--- config.mk ---
export PLATFORM = sky130hd
export DESIGN_NAME = keypad_emulator
export DESIGN_NICKNAME = d
export VERILOG_FILES = /design/src/rtl/keypad_pkg.sv /design/src/rtl/bounce_lfsr.sv /design/src/rtl/keypad_emulator.sv
export SDC_FILE = /design/constraint.sdc
export NUM_CORES = 1
export LEC_CHECK = 0
export CORE_MARGIN = 4
export CORE_UTILIZATION = 30
export DETAILED_ROUTE_END_ITERATION = 6
export SKIP_CTS_REPAIR_TIMING = 1
export SYNTH_ARGS = -nofsm -noshare
export SYNTH_HDL_FRONTEND = slang
export SYNTH_SLANG_ARGS = --single-unit
--- constraint.sdc ---
create_clock -name clk -period 2.7 [get_ports clk]
set_input_delay 0.81 -clock clk [delete_from_list [all_inputs] [get_ports clk]]
set_output_delay 0.81 -clock clk [all_outputs]
set_load 0.005 [all_outputs]
--- src/rtl/keypad_pkg.sv ---
// keypad_pkg: shared types and helpers for the 4x4 keypad emulator.
//   - key_state_e   : press sequencer states
//   - key_to_row/col: one-hot row / column masks for a hex key code
//   - KEY_IDLE_COLS : column sense value when nothing is closed
// Layout (top row first, left column first):
//   1 2 3 A / 4 5 6 B / 7 8 9 C / E 0 F D
// rows[3] is the top row; columns[3] is the leftmost column.
package keypad_pkg;

  typedef enum logic [2:0] {
    IDLE       = 3'd0,
    BOUNCE_IN  = 3'd1,
    HELD       = 3'd2,
    BOUNCE_OUT = 3'd3,
    GAP        = 3'd4
  } key_state_e;

  localparam logic [3:0] KEY_IDLE_COLS = 4'b1111;

  // One-hot row mask (bit 3 = top row) for a key code.
  function automatic logic [3:0] key_to_row(input logic [3:0] key);
    logic [3:0] mask;
    case (key)
      4'h1, 4'h2, 4'h3, 4'hA: mask = 4'b1000;
      4'h4, 4'h5, 4'h6, 4'hB: mask = 4'b0100;
      4'h7, 4'h8, 4'h9, 4'hC: mask = 4'b0010;
      4'hE, 4'h0, 4'hF, 4'hD: mask = 4'b0001;
      default:                mask = 4'b0000;
    endcase
    return mask;
  endfunction

  // One-hot column mask (bit 3 = leftmost column) for a key code.
  function automatic logic [3:0] key_to_col(input logic [3:0] key);
    logic [3:0] mask;
    case (key)
      4'h1, 4'h4, 4'h7, 4'hE: mask = 4'b1000;
      4'h2, 4'h5, 4'h8, 4'h0: mask = 4'b0100;
      4'h3, 4'h6, 4'h9, 4'hF: mask = 4'b0010;
      4'hA, 4'hB, 4'hC, 4'hD: mask = 4'b0001;
      default:                mask = 4'b0000;
    endcase
    return mask;
  endfunction

endpackage

--- src/rtl/bounce_lfsr.sv ---
// bounce_lfsr: 8-bit Fibonacci LFSR (taps 8,6,5,4) producing the contact
// bounce pattern.
//   clk   : system clock
//   reset : synchronous active-high; loads seed (0 is replaced by 8'h01)
//   en    : advance one step this cycle
//   seed  : reload value
//   state : current register contents; bit 0 is the bounce contact
module bounce_lfsr (
  input  logic       clk,
  input  logic       reset,
  input  logic       en,
  input  logic [7:0] seed,
  output logic [7:0] state
);

  logic [7:0] lfsr_q;
  logic [7:0] lfsr_d;

  // Next-state: shift left, feedback from taps 8,6,5,4; a zero register is
  // pushed back onto the sequence so the generator can never lock up.
  always_comb begin
    lfsr_d = lfsr_q;
    if (lfsr_q == 8'h00) begin
      lfsr_d = 8'h01;
    end else if (en) begin
      lfsr_d = {lfsr_q[6:0], lfsr_q[7] ^ lfsr_q[5] ^ lfsr_q[4] ^ lfsr_q[3]};
    end else begin
      lfsr_d = lfsr_q;
    end
  end

  // State register with seed load on reset.
  always_ff @(posedge clk) begin
    if (reset) begin
      lfsr_q <= (seed == 8'h00) ? 8'h01 : seed;
    end else begin
      lfsr_q <= lfsr_d;
    end
  end

  assign state = lfsr_q;

endmodule

--- src/rtl/keypad_emulator.sv ---
// keypad_emulator: passive 4x4 matrix keypad model driven by a command port.
//   clk, reset : system clock, synchronous active-high reset
//   rows       : one-hot active-high row drive from the scanner
//   columns    : active-low column sense (4'b1111 = open)
//   cmd_valid, cmd_key, cmd_hold : press request, key code, solid-hold length
//   cmd_ready  : high only in IDLE; requests while low are dropped
//   done       : one-cycle pulse on the final GAP cycle
// A press runs BOUNCE_IN -> HELD -> BOUNCE_OUT -> GAP; bounce windows are
// skipped when BOUNCE_CYCLES is 0.
module keypad_emulator
  import keypad_pkg::*;
#(
  parameter int unsigned BOUNCE_CYCLES = 16,
  parameter int unsigned GAP_CYCLES    = 8,
  parameter logic [7:0]  LFSR_SEED     = 8'hA5
) (
  input  logic        clk,
  input  logic        reset,
  input  logic [3:0]  rows,
  output logic [3:0]  columns,
  input  logic        cmd_valid,
  input  logic [3:0]  cmd_key,
  input  logic [15:0] cmd_hold,
  output logic        cmd_ready,
  output logic        done
);

  localparam bit          NO_BOUNCE   = (BOUNCE_CYCLES == 32'd0);
  localparam logic [15:0] BOUNCE_LOAD = 16'(BOUNCE_CYCLES);
  // A zero gap would skip the done pulse, so the gap is at least one cycle.
  localparam logic [15:0] GAP_LOAD    = (GAP_CYCLES == 32'd0) ? 16'd1 : 16'(GAP_CYCLES);

  key_state_e  state_q, state_d;
  logic [15:0] cnt_q, cnt_d;
  logic [15:0] hold_q, hold_d;
  logic [3:0]  row_mask_q, row_mask_d;
  logic [3:0]  col_mask_q, col_mask_d;
  logic        ready_q, ready_d;
  logic        done_q, done_d;
  logic [15:0] hold_eff_s;
  logic [7:0]  lfsr_state_s;
  logic        lfsr_en_s;
  logic        contact_s;

  assign hold_eff_s = (cmd_hold == 16'd0) ? 16'd1 : cmd_hold;
  assign lfsr_en_s  = (state_q == BOUNCE_IN) || (state_q == BOUNCE_OUT);

  bounce_lfsr u_bounce_lfsr (
    .clk   (clk),
    .reset (reset),
    .en    (lfsr_en_s),
    .seed  (LFSR_SEED),
    .state (lfsr_state_s)
  );

  // Sequencer next-state; every phase counter reloads on entry and leaves at 1.
  always_comb begin
    state_d    = state_q;
    cnt_d      = cnt_q;
    hold_d     = hold_q;
    row_mask_d = row_mask_q;
    col_mask_d = col_mask_q;
    case (state_q)
      IDLE: begin
        if (cmd_valid) begin
          row_mask_d = key_to_row(cmd_key);
          col_mask_d = key_to_col(cmd_key);
          hold_d     = hold_eff_s;
          if (NO_BOUNCE) begin
            state_d = HELD;
            cnt_d   = hold_eff_s;
          end else begin
            state_d = BOUNCE_IN;
            cnt_d   = BOUNCE_LOAD;
          end
        end else begin
          state_d = IDLE;
        end
      end
      BOUNCE_IN: begin
        if (cnt_q <= 16'd1) begin
          state_d = HELD;
          cnt_d   = hold_q;
        end else begin
          cnt_d = cnt_q - 16'd1;
        end
      end
      HELD: begin
        if (cnt_q <= 16'd1) begin
          if (NO_BOUNCE) begin
            state_d = GAP;
            cnt_d   = GAP_LOAD;
          end else begin
            state_d = BOUNCE_OUT;
            cnt_d   = BOUNCE_LOAD;
          end
        end else begin
          cnt_d = cnt_q - 16'd1;
        end
      end
      BOUNCE_OUT: begin
        if (cnt_q <= 16'd1) begin
          state_d = GAP;
          cnt_d   = GAP_LOAD;
        end else begin
          cnt_d = cnt_q - 16'd1;
        end
      end
      GAP: begin
        if (cnt_q <= 16'd1) begin
          state_d = IDLE;
          cnt_d   = 16'd0;
        end else begin
          cnt_d = cnt_q - 16'd1;
        end
      end
      default: begin
        state_d = IDLE;
        cnt_d   = 16'd0;
      end
    endcase
    // Outputs are registered from the next state so they line up with state_q.
    ready_d = (state_d == IDLE);
    done_d  = (state_d == GAP) && (cnt_d == 16'd1);
  end

  // Contact bit per state; a zero LFSR (upset) is treated as open.
  always_comb begin
    case (state_q)
      BOUNCE_IN, BOUNCE_OUT: contact_s = lfsr_state_s[0] && (lfsr_state_s != 8'h00);
      HELD:                  contact_s = 1'b1;
      default:               contact_s = 1'b0;
    endcase
  end

  // Column sense: any overlap between driven rows and the key's row closes.
  always_comb begin
    if (contact_s && ((rows & row_mask_q) != 4'b0000)) begin
      columns = ~col_mask_q;
    end else begin
      columns = KEY_IDLE_COLS;
    end
  end

  // Sequencer and output registers.
  always_ff @(posedge clk) begin
    if (reset) begin
      state_q    <= IDLE;
      cnt_q      <= 16'd0;
      hold_q     <= 16'd0;
      row_mask_q <= 4'b0000;
      col_mask_q <= 4'b0000;
      ready_q    <= 1'b1;
      done_q     <= 1'b0;
    end else begin
      state_q    <= state_d;
      cnt_q      <= cnt_d;
      hold_q     <= hold_d;
      row_mask_q <= row_mask_d;
      col_mask_q <= col_mask_d;
      ready_q    <= ready_d;
      done_q     <= done_d;
    end
  end

  assign cmd_ready = ready_q;
  assign done      = done_q;

endmodule

-- Yosys cells after proc, flatten, opt, wreduce, memory -nomap -nowiden
Memory sizes are Yosys's and may differ from the RTL's. A register that Yosys moved wholly into a read port is not among the register bits.
Index checks and enable logic that the tools add are counted.
- add/subtract/negate cells: 1
- multiply operators: 0
- divide/modulo/power cells: 0
- order comparisons: 1
- equal/unequal tests: 6
- shift-type cells: 0
- mux-type cells: 17
- bitwise operators: 5
- reductions and logical operators: 14
- operator list (operator ; count):
    $mux 16 ; 6
    $pmux 16 s5 ; 1
    $eq 16x1->1 const B ; 1
    $le 16x1->1 const B ; 1
    $logic_not 16->1 ; 1
    $mux 8 ; 2
    $sub 16x1->16 const B ; 1
    $pmux 3 s5 ; 1
    $mux 3 ; 4
    $logic_not 8->1 ; 1
    $reduce_bool 8->1 ; 1
    $eq 3x2->1 const B ; 2
    $eq 3x3->1 const B ; 2
    $logic_not 3->1 ; 2
    $and 4x4->4 ; 1
    $mux 4 ; 1
    $not 4->4 ; 1
    $reduce_bool 4->1 ; 1
    $reduce_or 2->1 ; 2
    $eq 3x1->1 const B ; 1
    $logic_and 1x1->1 ; 3
    $xor 1x1->1 ; 3
    $pmux 1 s2 ; 1
    $reduce_and 2->1 ; 1
    other kinds (3) ; 3
- register bits: 45
- latch bits: 0
- bits in writable memories: 0
- ROM bits: 128
- input bits: 27
- output and inout bits: 6
- logic and storage cells: 53
- memories kept: 2
- memories (memory ; words ; bits a word ; read ports ; clocked after Yosys merged registers in ; write ports ; RTL line ; RTL):
    (no name shown) ; 16 ; 4 ; 1 ; 1 ; 0 ; keypad_pkg.sv:23 ; case (key)
    (no name shown) ; 16 ; 4 ; 1 ; 1 ; 0 ; keypad_pkg.sv:36 ; case (key)

-- Logic depth before layout (Yosys ltp)
- depth after elaboration: 5
- depth in mapped cells: 9

-- Hierarchy
A second synthesis with hierarchy kept.
- cell total of the unflattened synthesis: 386
- area, all modules: 3109.2 um2
- by module, submodules not included (module ; times used ; cells an instance ; area an instance (um2) ; sequential area each (um2)):
    keypad_emulator ; 1 ; 358 ; 2695.1 ; 900.9
    bounce_lfsr ; 1 ; 28 ; 414.1 ; 240.2

-- Worst setup path after synthesis
Ideal clock, no wire load.
- kind: input -> output
- from: input port rows[0]
- to: output port columns[0]
- arrival time: 1.783 ns
- data required time: 1.890 ns
- path slack: 0.107 ns
- stages on the path: 4
- path buffers: 0
- cell sequence: a22o_1 -> a221oi_1 -> a2111oi_0 -> nand2_1
- longest elaborated chain between the ends: 4
- RTL lines (what ; RTL line ; RTL):
    start: declaration ; keypad_emulator.sv:19 ; input logic [3:0] rows,
    $and 4x4->4 ; keypad_emulator.sv:138 ; if (contact_s && ((rows & row_mask_q) != 4'b0000)) begin
    $reduce_bool 4->1 ; keypad_emulator.sv:138 ;
    $logic_and 1x1->1 ; keypad_emulator.sv:138 ;
    $mux 4 ; keypad_emulator.sv:138 ;
    end: declaration ; keypad_emulator.sv:20 ; output logic [3:0] columns,
No other way between the ends.

-- Worst setup path in the final report
- from: input port cmd_valid
- to: register done_q (netlist: done)
- longest elaborated chain between the ends: 4
- RTL lines (what ; RTL line ; RTL):
    start: declaration ; keypad_emulator.sv:21 ; input logic cmd_valid,
    $mux 16 or $mux 1 (tied branches) ; keypad_emulator.sv:65 ; if (cmd_valid) begin
    $pmux 16 s5 or $pmux 3 s5 (tied branches) ; keypad_emulator.sv:63 ; case (state_q)
    $eq 16x1->1 or $eq 3x3->1 (tied branches) ; keypad_emulator.sv:124 ; done_d = (state_d == GAP) && (cnt_d == 16'd1);
    $logic_and 1x1->1 * ; keypad_emulator.sv:124 ;
    end signal: assignment ; keypad_emulator.sv:162 ; done_q <= done_d;
    end: declaration ; keypad_emulator.sv:39 ; logic done_q, done_d;
Mark *: on every way between the ends. The rest lies on a longest branch, timed or not.
A chain may end at the register's enable or synchronous reset.

==> flow_summary_export.csv <==
group,metric,value,unit
cells_and_area,antenna_cells,0,
timing,relSlewSlack,0.644,
worst_setup_path,path_buf_inv,1,
logic_synthesis,synth_edf_count,0,
logic_synthesis,synth_top_area_frac,0.360,
clock_network,clk_pin_slew,0.10,ns
power,p_leak,1.49,nW
worst_setup_path,cp-end-kind,"flop",
global_route,grt_pass1_vias,2796,
logic_synthesis,syn_nets,406,
worst_hold_path,worst_hold_path_type,"flop to flop",
clock_network,cts_buffers,5,
floorplan,dieArea,11500,µm²
cells_and_area,syn_to_final_growth,28.8,%
logic_synthesis,synth.distinct_cells,62,
logic_synthesis,synth.area.top_cells,"dfxtp_1 36%, nand2_1 8.4%, a21oi_1 6.6%",
logic_synthesis,synthesis.area,2950,µm²
timing,fin_skew,0.00455,ns
logic_synthesis,ys_top_cells_by_count,"66 x nand2_1, 53 x dfxtp_1, 39 x a21oi_1, 33 x nor2_1, 16 x o21ai_0",
clock_network,cts_tree,"yes",
floorplan,io_pins,33,
timing,setup_violations,0,
worst_setup_path,slowest_delay,0.59,ns
clock_network,root_buffer,"clkbuf_8",
floorplan,core,9420,µm²
timing,worst_pin_slew,0.529,ns
logic_synthesis,synth_compound_area_frac,0.232,
timing,drv_slew,0,
worst_setup_path,crit_type,"input pin to flop",
floorplan,rows,35,
power,powerDensity,1450,nW/µm²
logic_synthesis,synth_largest_area_cell,"dfxtp_1",
global_route,overflow,0,
logic_synthesis,synth-simple-area-share,0.300,
clock_network,clock_latency,0.30,ns
logic_synthesis,synthMuxAreaShare,0.00679,
logic_synthesis,synth_fa_ha_area_frac,0.0255,
cells_and_area,drive_gt1_frac,0.181,
worst_setup_path,critPathRequiredTime,2.92,ns
timing,whs,0.456,ns
place,gp_congestion,0.891,
timing,layout_min_cycle_time,2.58,ns
logic_synthesis,synth_top_family_by_area,"simple AND/OR/NAND/NOR gates",
timing,hold_viol,0,
cells_and_area,fin_area,3790,µm²
logic_synthesis,ys_ff_latch,53,
logic_synthesis,seq_area_frac_synth,0.360,
timing,setup_ws,0.120,ns
timing,rsz0062_at_grt,"false",
clock_network,htreeDepth,2,
worst_setup_path,cp-start-kind,"input pin",
worst_setup_path,slowest_stage,"or4b_1",
cells_and_area,fin_nets,473,
route,drt-total-wl,8140,µm
route,antenna_left,0,
worst_setup_path,crit_family,"simple AND/OR/NAND/NOR gates",
global_route,grt_max_degree,26,
logic_synthesis,synth-xor-area-share,0.0238,
route,viasPerCell,5.11,
logic_synthesis,ys_warn_count,0,
route,wl_per_cell,14.3,µm
global_route,antenna_found_initial,0,
route,drc,0,
worst_setup_path,critPathArrivalTime,2.80,ns
clock_network,cts.sinks,53,
timing,layout_worst_path_cycle_share,0.956,
logic_synthesis,syn_area_per_cell,7.90,µm²
floorplan,start_util,0.313,
place,dpl_cell_area,3660,µm²
route,dr.pass1.iters,5,
place,io_buffers,32,
run,drv_cap,0,
clock_network,clockBufferDepth,2,
power,total_power,5.50,mW
place,place_ws,-0.729,ns
place,dp_hpwl,6290,µm
timing,fmax,0.388,GHz
worst_setup_path,path_max_fanout,4,
global_route,grt_pass1_wl,13600,µm
route,drt_iter0_drc,199,
floorplan,die_x,107,µm
outcome,status,"finished clean",
cells_and_area,fin_util,0.403,
worst_setup_path,path_cells,"clkdlybuf4s50_1 > nand2b_1 > nand3_1 > o21ai_0 > o22ai_1 > or4b_1 > nor4_2",
logic_synthesis,synthArstFlopShare,0,
global_route,track_usage,0.146,
route,vias,2915,
floorplan,die_h,107,µm
logic_synthesis,synth_most_common_cell,"nand2_1",
logic_synthesis,syn_inst,373,
power,ir_drop,0.000588,V
logic_synthesis,synthFlopType,"dfxtp_1",
where the power goes:
part           total, mW  internal (mW)  switching [mW]  leakage (nW)
combinational       3.81           1.79            2.02          1.02
sequential          1.25           1.02           0.229         0.434
clock              0.447          0.184           0.263        0.0385
placed cells by master (no fill, tap or decap), types with 3 or more instances in the layout:
| master | count |
|---|---|
| nand2_1 | 62 |
| a2bb2oi_1 | 5 |
| ha_1 | 6 |
| nor4_2 | 3 |
| nor4_1 | 9 |
| nor2_1 | 33 |
| nand2_2 | 5 |
| o21ai_0 | 16 |
| dfxtp_1 | 53 |
| dlymetal6s2s_1 | 4 |
| nand2b_1 | 5 |
| o22ai_1 | 3 |
| nand3b_1 | 5 |
| a21oi_1 | 39 |
| a211oi_1 | 7 |
| nand4_1 | 4 |
| nand3_1 | 6 |
| xnor2_1 | 5 |
| nor2b_1 | 8 |
| inv_1 | 7 |
| nor3_1 | 13 |
| nor3b_1 | 3 |
| clkbuf_2 | 3 |
| xor2_1 | 3 |
| a21o_1 | 3 |
| o211ai_1 | 3 |
| buf_4 | 48 |
| or4_1 | 3 |
| clkbuf_8 | 5 |
| clkdlybuf4s50_1 | 24 |
area by class of cell:
class	instances	area, µm²
clock buffer	7	76.3
clock inverter	1	7.51
fill	975	5620
inverter	7	26.3
multi-input combinational	292	1770
sequential	53	1060
tap	129	161
timing repair buffer	81	697
per-stage QoR:
stage / TNS [ns] / instances
after floorplan: 0 / 373
after global placement: -2.66 / 559
after detailed placement: -3.08 / 559
after CTS: -3.02 / 567
after global routing: 0 / 570
final: 0 / 570
flip-flops by register name, indices dropped and copies added, names as in the netlist:
register	flops
done	1
state_q	3
col_mask_q	4
u_bounce_lfsr.state	8
row_mask_q	4
cmd_ready	1
hold_q	16
cnt_q	16
per-layer routing:
| layer | vias up | share of wire | GRT usage |
|---|---|---|---|
| met5 | - | 0 | 0 |
| met4 | 0 | 0.012 | 0.0402 |
| met3 | 8 | 0.058 | 0.0229 |
| met2 | 78 | 0.46 | 0.232 |
| met1 | 1356 | 0.47 | 0.204 |
| li1 | 1473 | - | - |
worst min-delay path, stage by stage, from the launching register on:
cell and delay [ns]:
dfxtp_1 0.32, nand2_1 0.05, a21oi_1 0.05
worst paths after layout:
| kind | startpoint | end | slack (ns) | cells past startpoint |
|---|---|---|---|---|
| max | cmd_valid | done | 0.12 | 7 |
| min | hold_q[4] | hold_q[4] | 0.46 | 2 |
| max reg2reg | cnt_q[0] | done | 0.14 | 8 |
| min reg2reg | hold_q[4] | hold_q[4] | 0.46 | 2 |
cells by family after synthesis:
logic type | count (synthesis)
mux | 2
xor+xnor | 8
buf+inv | 28
simple gates | 172
flops | 53
fa+ha+maj | 6
compound gates | 104
Note: power is estimated with default switching activity, not from simulation.
